### config.mk
export PLATFORM = sky130hd
export DESIGN_NAME = relogio_ctrl
export DESIGN_NICKNAME = d
export VERILOG_FILES = /design/src/rtl/relogio_ctrl.sv
export SDC_FILE = /design/constraint.sdc
export NUM_CORES = 1
export LEC_CHECK = 0
export CELL_PAD_IN_SITES_DETAIL_PLACEMENT = 0
export CELL_PAD_IN_SITES_GLOBAL_PLACEMENT = 1
export CORE_ASPECT_RATIO = 0.6
export CORE_MARGIN = 4
export CORE_UTILIZATION = 44
export DETAILED_ROUTE_END_ITERATION = 16
export GPL_TIMING_DRIVEN = 1
export PLACE_DENSITY = 0.77
export SLEW_MARGIN = 20
export SYNTH_ARGS = -nofsm -noshare
export SYNTH_HDL_FRONTEND = slang
export SYNTH_SLANG_ARGS = --single-unit
### constraint.sdc
create_clock -name clock -period 1.77 [get_ports clock]
set_input_delay 0.354 -clock clock [delete_from_list [all_inputs] [get_ports clock]]
set_output_delay 0.354 -clock clock [all_outputs]
set_load 0.05 [all_outputs]
### src/rtl/relogio_ctrl.sv
// Button and mode sequencer for the relogio clock: conditions the raw buttons, runs the
// RUN/SET mode FSM, and issues adjust strobes with auto-repeat plus the field blink.
module relogio_ctrl #(
   parameter int unsigned DB_CYCLES     = 3,
   parameter int unsigned REPEAT_DELAY  = 64,
   parameter int unsigned REPEAT_PERIOD = 16,
   parameter int unsigned BLINK_HALF    = 32
) (
   input  logic       clock,
   input  logic       reset,
   input  logic       start,
   input  logic       cont,
   input  logic       soma,
   input  logic       subtracao,
   output logic       run_en,
   output logic [1:0] field_sel,
   output logic       inc_pulse,
   output logic       dec_pulse,
   output logic       blink
);

   localparam int unsigned DbW  = (DB_CYCLES > 1) ? $clog2(DB_CYCLES) : 1;
   localparam int unsigned RptW = (REPEAT_DELAY > 1) ? $clog2(REPEAT_DELAY) : 1;
   localparam int unsigned BlkW = (BLINK_HALF > 1) ? $clog2(BLINK_HALF) : 1;

   localparam int unsigned BtnStart = 0;
   localparam int unsigned BtnCont  = 1;
   localparam int unsigned BtnSoma  = 2;
   localparam int unsigned BtnSub   = 3;

   typedef enum logic [2:0] {StIdle, StRun, StSetH, StSetM, StSetS} state_e;

   logic [3:0]      raw;
   logic [3:0]      sync1_q, sync2_q;
   logic [3:0]      db_q, db_d, db_prev_q;
   logic [DbW-1:0]  db_cnt_q [4];
   logic [DbW-1:0]  db_cnt_d [4];
   logic [3:0]      press;

   state_e          state_q, state_d;
   logic            in_set_q, in_set_d, both_hi;
   logic            inc_q, inc_d, dec_q, dec_d;
   logic            arm_inc_q, arm_inc_d, arm_dec_q, arm_dec_d;
   logic [RptW-1:0] rpt_q, rpt_d;
   logic            blink_q, blink_d;
   logic [BlkW-1:0] blk_cnt_q, blk_cnt_d;

   assign raw   = {subtracao, soma, cont, start};
   assign press = db_q & ~db_prev_q;

   // Debounced level flips only after DB_CYCLES consecutive samples disagree with it.
   always_comb begin
      for (int i = 0; i < 4; i++) begin
         db_d[i]     = db_q[i];
         db_cnt_d[i] = '0;
         if (sync2_q[i] != db_q[i]) begin
            if (db_cnt_q[i] == DbW'(DB_CYCLES - 1)) begin
               db_d[i] = sync2_q[i];
            end else begin
               db_cnt_d[i] = db_cnt_q[i] + DbW'(1);
            end
         end
      end
   end

   assign in_set_q = (state_q == StSetH) || (state_q == StSetM) || (state_q == StSetS);
   assign in_set_d = (state_d == StSetH) || (state_d == StSetM) || (state_d == StSetS);
   assign both_hi  = db_q[BtnSoma] & db_q[BtnSub];

   always_comb begin
      state_d = state_q;
      unique case (state_q)
         StIdle:  if (press[BtnStart]) state_d = StRun;
         StRun:   if (press[BtnCont])  state_d = StSetH;
         StSetH:  if (press[BtnCont])  state_d = StSetM;
         StSetM:  if (press[BtnCont])  state_d = StSetS;
         StSetS:  if (press[BtnCont])  state_d = StRun;
         default: state_d = StIdle;
      endcase
   end

   // Strobes only from a fresh press or an armed repeat; any mode change disarms.
   always_comb begin
      inc_d     = 1'b0;
      dec_d     = 1'b0;
      arm_inc_d = arm_inc_q;
      arm_dec_d = arm_dec_q;
      rpt_d     = rpt_q;
      if (!in_set_q || press[BtnCont] || both_hi) begin
         arm_inc_d = 1'b0;
         arm_dec_d = 1'b0;
         rpt_d     = '0;
      end else if (press[BtnSoma]) begin
         inc_d     = 1'b1;
         arm_inc_d = 1'b1;
         arm_dec_d = 1'b0;
         rpt_d     = '0;
      end else if (press[BtnSub]) begin
         dec_d     = 1'b1;
         arm_inc_d = 1'b0;
         arm_dec_d = 1'b1;
         rpt_d     = '0;
      end else if ((arm_inc_q && db_q[BtnSoma]) || (arm_dec_q && db_q[BtnSub])) begin
         if (rpt_q == RptW'(REPEAT_DELAY - 1)) begin
            inc_d = arm_inc_q;
            dec_d = arm_dec_q;
            rpt_d = RptW'(REPEAT_DELAY - REPEAT_PERIOD);
         end else begin
            rpt_d = rpt_q + RptW'(1);
         end
      end else begin
         arm_inc_d = 1'b0;
         arm_dec_d = 1'b0;
         rpt_d     = '0;
      end
   end

   always_comb begin
      blink_d   = 1'b0;
      blk_cnt_d = '0;
      if (in_set_d && (state_d != state_q)) begin
         blink_d = 1'b1;
      end else if (in_set_d) begin
         if (blk_cnt_q == BlkW'(BLINK_HALF - 1)) begin
            blink_d = ~blink_q;
         end else begin
            blink_d   = blink_q;
            blk_cnt_d = blk_cnt_q + BlkW'(1);
         end
      end
   end

   always_ff @(posedge clock) begin
      if (reset) begin
         sync1_q   <= '0;
         sync2_q   <= '0;
         db_q      <= '0;
         db_prev_q <= '0;
         for (int i = 0; i < 4; i++) db_cnt_q[i] <= '0;
         state_q   <= StIdle;
         inc_q     <= 1'b0;
         dec_q     <= 1'b0;
         arm_inc_q <= 1'b0;
         arm_dec_q <= 1'b0;
         rpt_q     <= '0;
         blink_q   <= 1'b0;
         blk_cnt_q <= '0;
      end else begin
         sync1_q   <= raw;
         sync2_q   <= sync1_q;
         db_q      <= db_d;
         db_prev_q <= db_q;
         for (int i = 0; i < 4; i++) db_cnt_q[i] <= db_cnt_d[i];
         state_q   <= state_d;
         inc_q     <= inc_d;
         dec_q     <= dec_d;
         arm_inc_q <= arm_inc_d;
         arm_dec_q <= arm_dec_d;
         rpt_q     <= rpt_d;
         blink_q   <= blink_d;
         blk_cnt_q <= blk_cnt_d;
      end
   end

   always_comb begin
      unique case (state_q)
         StSetH:  field_sel = 2'b01;
         StSetM:  field_sel = 2'b10;
         StSetS:  field_sel = 2'b11;
         default: field_sel = 2'b00;
      endcase
   end

   assign run_en    = (state_q == StRun);
   assign inc_pulse = inc_q;
   assign dec_pulse = dec_q;
   assign blink     = blink_q;

endmodule
==> results of run 1 <==
cell type report:
| class | instances | area share |
|---|---|---|
| multi-input combinational | 114 | 0.3969 |
| sequential | 43 | 0.4239 |
| clock buffer | 6 | 0.03558 |
| clock inverter | 1 | 0.01472 |
| timing repair buffer | 15 | 0.07975 |
| tap | 47 | 0.02883 |
| inverter | 11 | 0.02025 |
flip-flops by register name (all words and copies together) (netlist names):
| signal | cells |
|---|---|
| sync1_q | 4 |
| blk_cnt_q | 5 |
| arm_inc_q | 1 |
| arm_dec_q | 1 |
| db_q | 4 |
| rpt_q | 6 |
| sync2_q | 4 |
| blink | 1 |
| dec_pulse | 1 |
| state_q | 3 |
| db_prev_q | 4 |
| inc_pulse | 1 |
| db_cnt_q | 8 |
cells in the mapped netlist (4+ instances only):
cell     count  area, µm²
nor3b_1      4      30.03
nor2_1      22      82.58
nor3_2       4      40.04
and3_1       4      25.02
nand2_1      4      15.01
or3_1        4      25.02
mux2i_1      4      40.04
nand3_1      9      45.04
xnor2_1      8      70.07
inv_1       11      41.29
dfxtp_1     43      860.8
nor2b_1     12      75.07
a21oi_1      5      25.02
ha_1         7      87.58
cell usage in the layout (no fill, tap or decap), types with 5 or more instances in the layout:
master	instances
xnor2_1	8
inv_1	11
buf_4	7
nand3_1	9
clkbuf_8	5
ha_1	7
a21oi_1	5
nor2b_1	12
nor2_1	22
dfxtp_1	40
clkdlybuf4s50_1	5
power breakdown:
part           switching (W)  internal (W)
Combinational      0.0000162     0.0000237
Clock               0.000312      0.000413
Sequential        0.00000447      0.000978
Total               0.000332       0.00141
cells by family after synthesis:
group                    after synthesis  synth area share
AO/OA/AOI/OAI                         18           0.07482
XOR/XNOR                              11           0.05540
adder cells (fa/ha/maj)                7           0.05036
buffers and inverters                 18           0.04532
flip-flops                            43            0.4950
multiplexers                           4           0.02302
AND/OR/NAND/NOR                       74            0.2561
per-layer routing:
layer / track usage / share of wire / vias to the layer above
li1: - / - / 617
met1: 0.1822 / 0.49 / 519
met2: 0.1773 / 0.41 / 26
met3: 0.05132 / 0.062 / 9
met4: 0.08705 / 0.030 / 0
met5: 0 / 0 / -
worst max-delay path, cell delays in order (launching register included):
cell and delay, ns:
dfxtp_2 0.45, nor3b_4 0.27, a21o_1 0.16, buf_12 0.14
per-stage QoR:
step | cell area, µm² | setup WS, ns | total power, W | hold slack, ns | cells
detailed placement | 1928 | 0.1213 | 0.001046 | 0.4008 | 230
floorplan | 1744 | 0.1980 | 0.001024 | 0.3912 | 175
global placement | 1928 | 0.1690 | 0.001044 | 0.3978 | 230
CTS | 2037 | 0.05491 | 0.001779 | 0.4122 | 237
global route | 2039 | 0.008751 | 0.001839 | 0.4279 | 237
finish | 2039 | 0.09941 | 0.001747 | 0.4109 | 237
path summary, 6_finish.rpt:
| path | depth (start not counted) | slack, ns | end | from |
|---|---|---|---|---|
| worst max-delay path | 3 | 0.1 | field_sel[1] | state_q[2]$_SDFF_PP0_ |
| worst min-delay path | 1 | 0.41 | db_cnt_q[2][0]$_SDFF_PP0_ | db_cnt_q[2][0]$_SDFF_PP0_ |
| worst min register to register | 1 | 0.41 | db_cnt_q[2][0]$_SDFF_PP0_ | db_cnt_q[2][0]$_SDFF_PP0_ |
| worst max register to register | 5 | 0.30 | blink$_SDFFE_PP0P_ | blk_cnt_q[0]$_SDFF_PP0_ |
==> metrics.md, run 1 <==
| Metric | Value |
|---|---|
| Number of global-route vias before repair | 1075 |
| CTS hold repair buffers | 0 |
| GRT Residual Overflow | 0 |
| Antenna-violating nets left | 0 |
| Critical path arrival | 1.32 ns |
| Layout cells sized above 1 | 0.1579 |
| Post-CTS Repair Setup Buffers | 0 |
| DP HPWL | between 2000 and 2500 µm |
| CORE AREA | ~3700 µm² |
| Routability congestion estimate | 0.8024 |
| DR vias | 1171 |
| CTS tree | done |
| Clk sinks | 43 |
| Fmax achieved | 0.5986 GHz |
| Tmin final | 1.671 ns |
| Final Util | 0.5448 |
| Largest fanout on the critical path | 9 |
| Rel. slew slack | 0.7907 |
| Number of flops mapped to enable cells by yosys | 0 |
| Final Hold Viols | 0 |
| VDD IR max | roughly 0.54 mV |
| CTS Buf Count | 5 |
| Crit Path Class | register to output pin |
| Largest net degree at the start of global routing | 13 |
| Sequential-to-total area share from yosys stat | 0.4950 |
| Slew Limit Fails | 0 |
| First-pass GRT wire length | 5106 µm |
| WL per Instance | 12.02 µm |
| H-tree levels | 2 |
| CTS root buffer | clkbuf_8 |
| Syn Area/Cell | 9.938 µm² |
| Clk Latency, worst-skew pair | 0.29 ns |
| Die width | about 89 µm |
| Leak | 0.7416 nW |
| Die Area | 5056 µm² |
| # DRC | 0 |
| Period Utilization, post-route | 0.9438 |
| PortBufs | 11 |
| Synth async-reset ratio | 0 |
| Vias/cell | 4.941 |
| Status | complete, no violations |
| Total track usage | 0.1356 |
| Layout fillers | 331 |
| TNS Setup | 0 ns |
| Worst Path Required | 1.42 ns |
| Ys flop type | dfxtp_1 |
| Clock Path Buffers | 2 |
| CTS resizes | 2 |
| Post-Synthesis Cells | 175 |
| Startpoint types | register |
| Synth warn | 0 |
| # diodes | 0 |
| Layout area overhead | 17.27% |
| Post-Route WL | ~2800 µm |
| Worst-path clk slew | 0.07 ns |
| Pwr/cell area | 856.7 nW/µm² |
| I/O pins | 12 |
| Initial Util | 0.4646 |
| Synth cell types | 35 |
| Final Setup Violations | 0 |
| DIE HEIGHT | 56.70 µm |
| Initial antenna violation count | 0 |
| Slew @ Worst Pin | 0.3095 ns |
| FF+latch count, synth | 43 |
| Nets | 203 |
| Total of max-cap violations | 0 |
| Layout Skew | 0.004884 ns |
| Post-Synthesis Cell Area | 1739 µm² |
| Unrepaired setup endpoints after global routing | false |
| Placement row count | 17 |
| Detailed Route Iter0 Violations | 34 |
| Worst Setup End Kind | output pin |
| Area of the multi-input gates | about 800 µm² |
| Net Count, Synth | 188 |
| Sequential cell area | 864.6 µm² |
| DR pass1 iterations | 4 |
| Worst min-delay path category | register to register |
(Power assumes the default switching activity.)
==> inputs of run 2 (changes only) <==
MAX_ROUTING_LAYER = met4   (was default)
==> run 2 against run 1 <==
  * Count of clock-buffer cells in the layout did not move
  * First-iteration DRC count did not move
  * Register-to-register slack barely moved
  * Core utilization did not move
  * Critical path type unchanged
==> metrics.md, run 2 (same netlist as run 1, synthesis figures left out) <==
| Metric | Value |
|---|---|
| Status | complete, no violations |
| Top delay family on crit path | flip-flops |
| Slew Limit Fails | 0 |
| TNS Setup | 0 ns |
| Startpoint types | register |
| CP cell instances | nor3b_4 > a21o_1 > buf_12 |
| Rel. slew slack | 0.7907 |
| I/O pins | 12 |
| Buf/Inv on CP | 1 |
| Worst-path clk slew | 0.07 ns |
| Number of global-route vias before repair | 1077 |
| VDD IR max | 0.5362 mV |
| DR vias | 1172 |
| Worst Setup End Kind | output pin |
| CORE AREA | 3744 µm² |
| Routability congestion estimate | slightly above 0.8 |
| Most frequent cells in the layout | dfxtp_1 (40), nor2_1 (22), nor2b_1 (12) |
| Final Util | 0.5448 |
| Max FFs per register | 8 |
| Top reg by flops | db_cnt_q |
| Vias/cell | 4.945 |
| Clk sinks | 43 |
| Post-Route WL | 2847 µm |
| Clk Latency, worst-skew pair | 0.29 ns |
| WHS Path Cells | 1 |
| Layout cells sized above 1 | 0.1579 |
| Hold slack final | about 0.41 ns |
| Crit path max-delay cell type | dfxtp_2 |
| # diodes | 0 |
| Period Utilization, post-route | 0.9441 |
| DP HPWL | 2118 µm |
| Nets | a little over 200 |
| Total track usage | 0.1390 |
| First-pass GRT wire length | 5099 µm |
| Initial Util | 0.4646 |
| Placement row count | 17 |
| Leak | 0.7416 nW |
| Crit Path Class | register to output pin |
| Pre-CTS setup slack | 0.1213 ns |
| Initial antenna violation count | 0 |
| CTS Buf Count | 5 |
| H-tree levels | 2 |
| DR pass1 iterations | 4 |
| CTS tree | done |
| DIE HEIGHT | between 50 and 60 µm |
| Total of max-cap violations | 0 |
| Pwr/cell area | 856.8 nW/µm² |
| Largest regs | db_cnt_q x8, rpt_q x6, blk_cnt_q x5 |
| Worst Path Required | 1.42 ns |
| Critical path arrival | 1.32 ns |
| Antenna-violating nets left | 0 |
| Die Area | around 5000 µm² |
| R2r endpoint | blink$_SDFFE_PP0P_ |
| Detailed Route Iter0 Violations | 34 |
| Hold Path Origin | db_cnt_q[2][0]$_SDFF_PP0_ |
| Largest net degree at the start of global routing | 13 |
| Slew @ Worst Pin | between 0.3 and 0.4 ns |
| CTS root buffer | clkbuf_8 |
| PortBufs | 11 |
| Post-CTS Repair Setup Buffers | 0 |
| Layout area overhead | 17.27% |
| WL per Instance | 12.01 µm |
| Reg-to-reg startpoint | blk_cnt_q[0]$_SDFF_PP0_ |
| Largest fanout on the critical path | 9 |
| # DRC | 0 |
| GRT Residual Overflow | 0 |
| Final Setup Violations | 0 |
| Worst R2R Path Depth | 5 |
| Fmax achieved | ~0.6 GHz |
| Clock Path Buffers | 2 |
| Final WS setup | approximately 0.1 ns |
| Worst min-delay path category | register to register |
| Total power | 0.001748 W |
| Hold Crit Endpoint | db_cnt_q[2][0]$_SDFF_PP0_ |
| Die width | 89.17 µm |
| Layout Skew | 0.004883 ns |
| Commonest non-fill, non-tap cell in the layout | dfxtp_1 |
| Unrepaired setup endpoints after global routing | false |
| R2R Setup Slk | approximately 0.3 ns |
| Final Hold Viols | 0 |
| CP peak stage delay | 0.45 ns |
| Tmin final | 1.671 ns |
## run 2: cell counts in the layout (fill, tap and decap cells not counted)
Identical to the previous run, type by type.
## run 2: through the flow
step / std cells / instance area [µm²]
after floorplan: 175 / 1744
after global placement: 230 / 1928
after detailed placement: 230 / 1928
after CTS: 237 / 2037
after global routing: 237 / 2039
final: 237 / 2039
## run 2: power by group
part,internal (W),total (W),leakage [nW],switching [W]
Combinational,0.0000237,0.0000398,0.340,0.0000162
Clock,0.000413,0.000725,0.0513,0.000312
Sequential,0.000978,0.000982,0.350,0.00000447
Total,0.00141,0.00175,0.742,0.000333
## run 2: worst max path at each step
stage                               start                        end  cells past startpoint
floorplan           state_q[0]$_SDFF_PP0_                     run_en                      2
global placement                    reset  db_cnt_q[0][0]$_SDFF_PP0_                      4
detailed placement                  reset        rpt_q[3]$_SDFF_PP0_                      5
CTS                 state_q[1]$_SDFF_PP0_               field_sel[1]                      3
global route        state_q[2]$_SDFF_PP0_               field_sel[1]                      3
finish              state_q[2]$_SDFF_PP0_               field_sel[1]                      3
## run 2: worst register-to-register path, cell delays in order (launching register included)
cell	delay, ns
dfxtp_1	0.33
ha_1	0.22
and3_1	0.20
ha_1	0.22
xnor2_1	0.14
a221oi_1	0.27
## run 2: cell type report
type                       count  area, µm²
inverter                      11      41.29
multi-input combinational    114      809.5
fill                         331       1704
tap                           47      58.81
clock inverter                 1      30.03
sequential                    43      864.6
clock buffer                   6      72.57
timing repair buffer          15      162.7
## run 2: layer usage
metal | vias up | GRT usage | wire (µm)
met5 | - | - | 0
li1 | 617 | - | -
met1 | 520 | 0.1822 | 1414
met3 | 9 | 0.04985 | 163
met2 | 26 | 0.1773 | 1182
met4 | 0 | 0.08705 | 85
## run 2: repair_timing
action | CTS | global route
setup endpoints to repair | 1 | 2
hold buffers | 0 | 0
resized for setup | 2 | 2
==> inputs of run 3 (changes only) <==
CORE_MARGIN = default   (was 4)
GPL_TIMING_DRIVEN = 0   (was 1)
==> run 3 against run 2 <==
  * Worst setup slack got worse by 0.015 ns
  * Cell area fell by 2.5%
  * First-iteration DRC count increased by 38%
  * Maximum frequency shrank 0.90%
  * Global-route usage increased by 1.8 points
  * Routed wire length decreased by 3.2%
  * Worst hold slack worse by 0.0018 ns
  * Largest cell class unchanged
  * Flip-flop and latch count unchanged
  * Via count barely moved
  * Sequential share of layout area grew 0.88 points
  * Die area down 17%
==> metrics.md, run 3 (same netlist as run 1, synthesis figures left out) <==
| Metric | Value |
|---|---|
| Clock Path Buffers | 2 |
| Buf/Inv on CP | 2 |
| Final Util | 0.5345 |
| Die width | around 83 µm |
| Commonest non-fill, non-tap cell in the layout | dfxtp_1 |
| CORE AREA | 3722 µm² |
| Total track usage | 0.1574 |
| CP peak stage delay | 0.31 ns |
| CTS root buffer | clkbuf_8 |
| Worst Setup End Kind | output pin |
| Hold slack final | roughly 0.4 ns |
| Fmax achieved | around 0.59 GHz |
| Startpoint types | register |
| Clk Latency, worst-skew pair | 0.30 ns |
| CP cell instances | buf_4 > nor3b_4 > a21o_1 > buf_4 |
| Top delay family on crit path | buffers and inverters |
| Number of global-route vias before repair | 1068 |
| Antenna-violating nets left | 0 |
| Worst-path clk slew | 0.07 ns |
| Worst R2R Path Depth | 5 |
| VDD IR max | 0.4682 mV |
| Largest regs | db_cnt_q x8, rpt_q x6, blk_cnt_q x5 |
| I/O pins | 12 |
| Largest fanout on the critical path | 9 |
| Sequential cell area | 860.8 µm² |
| GRT Residual Overflow | 0 |
| Total power | 0.001621 W |
| Slew @ Worst Pin | 0.4988 ns |
| Unrepaired setup endpoints after global routing | false |
| Period Utilization, post-route | 0.9526 |
| Initial Util | 0.4672 |
| Initial antenna violation count | 0 |
| Placement row count | 17 |
| PortBufs | 11 |
| CTS tree | done |
| DR vias | 1171 |
| Worst path depth | 4 |
| DP HPWL | 1921 µm |
| Final WS setup | 0.08385 ns |
| Nets | roughly 210 |
| Most frequent cells in the layout | dfxtp_1 (43), nor2_1 (22), nor2b_1 (12) |
| CTS Buf Count | 5 |
| WL per Instance | 11.44 µm |
| Worst min-delay path category | register to register |
| # diodes | 0 |
| DR pass1 iterations | 4 |
| Crit path max-delay cell type | dfxtp_1 |
| Leak | roughly 0.74 nW |
| H-tree levels | 2 |
| Pre-CTS setup slack | -0.2301 ns |
| Vias/cell | roughly 5 |
| Detailed Route Iter0 Violations | 47 |
| Final Setup Violations | 0 |
| Layout Skew | 0.004703 ns |
| First-pass GRT wire length | 4795 µm |
| Largest net degree at the start of global routing | 14 |
| Top reg by flops | db_cnt_q |
| Pwr/cell area | just over 800 nW/µm² |
| Tmin final | between 1.5 and 2 ns |
| Slew Limit Fails | 0 |
| Crit Path Class | register to output pin |
| Post-route cell area | 1989 µm² |
| Layout area overhead | 14.39% |
| Post-Route WL | roughly 2800 µm |
| Rel. slew slack | 0.6688 |
| Final Hold Viols | 0 |
| CTS hold repair buffers | 0 |
| DP Area | 1913 µm² |
| Die Area | 4216 µm² |
| # DRC | 0 |
| Total of max-cap violations | 0 |
| DIE HEIGHT | 50.70 µm |
| Layout cells sized above 1 | 0.1340 |
| Layout fillers | 339 |
| CP most frequent cell | buf_4 |
| Clk sinks | 43 |
| WHS Path Cells | 1 |
| Routability congestion estimate | 0.7793 |
| Worst Path Required | 1.42 ns |
| Max FFs per register | 8 |
| Area of the multi-input gates | between 800 and 900 µm² |
| Critical path arrival | 1.33 ns |
| Status | complete, no violations |
run 3: cell types whose count changed in the layout (fill, tap and decap cells not counted), moves of 2 or more:
cell,before,now
buf_12,3,0
dfxtp_2,3,0
clkbuf_1,1,3
buf_4,7,3
dlygate4sd2_1,0,3
buf_2,0,4
dfxtp_1,40,43
run 3: final timing paths:
kind	from	to	slack, ns
max	state_q[2]$_SDFF_PP0_	field_sel[1]	0.08
min	db_cnt_q[0][0]$_SDFF_PP0_	db_cnt_q[0][0]$_SDFF_PP0_	0.41
min reg2reg	db_cnt_q[0][0]$_SDFF_PP0_	db_cnt_q[0][0]$_SDFF_PP0_	0.41
max reg2reg	blk_cnt_q[0]$_SDFF_PP0_	blink$_SDFFE_PP0P_	0.32
run 3: cell type report:
class / count / area share
repair buffers: 11 / 0.04843
well taps: 47 / 0.02956
clock inverters: 2 / 0.006289
flip-flops and latches: 43 / 0.4327
multi-input cells: 114 / 0.4069
inverters: 11 / 0.02075
clock buffers: 6 / 0.03648
plain buffers: 7 / 0.01887
run 3: repair_timing:
action,CTS,global route
endpoints found under the hold margin,0,0
setup buffers,0,0
resized for setup,17,4
endpoints found under the setup margin,6,3
run 3: stage by stage:
stage / instances / setup TNS [ns]
3_5_place_dp: 233 / -0.4588
4_1_cts: 241 / 0
3_3_place_gp: 233 / -0.3611
2_1_floorplan: 175 / 0
6_report: 241 / 0
5_1_grt: 241 / 0
run 3: routing by layer:
metal	vias to the layer above	GRT usage	part of all wire
met2	19	0.2145	0.39
met4	0	0.1149	0.029
met1	525	0.1937	0.54
met5	-	-	0
li1	621	-	-
met3	6	0.05428	0.041
run 3: where the power goes:
group          total [W]  switching (W)  internal (W)
logic          0.0000362      0.0000158     0.0000204
registers       0.000982     0.00000437      0.000978
clock network   0.000603       0.000327      0.000276
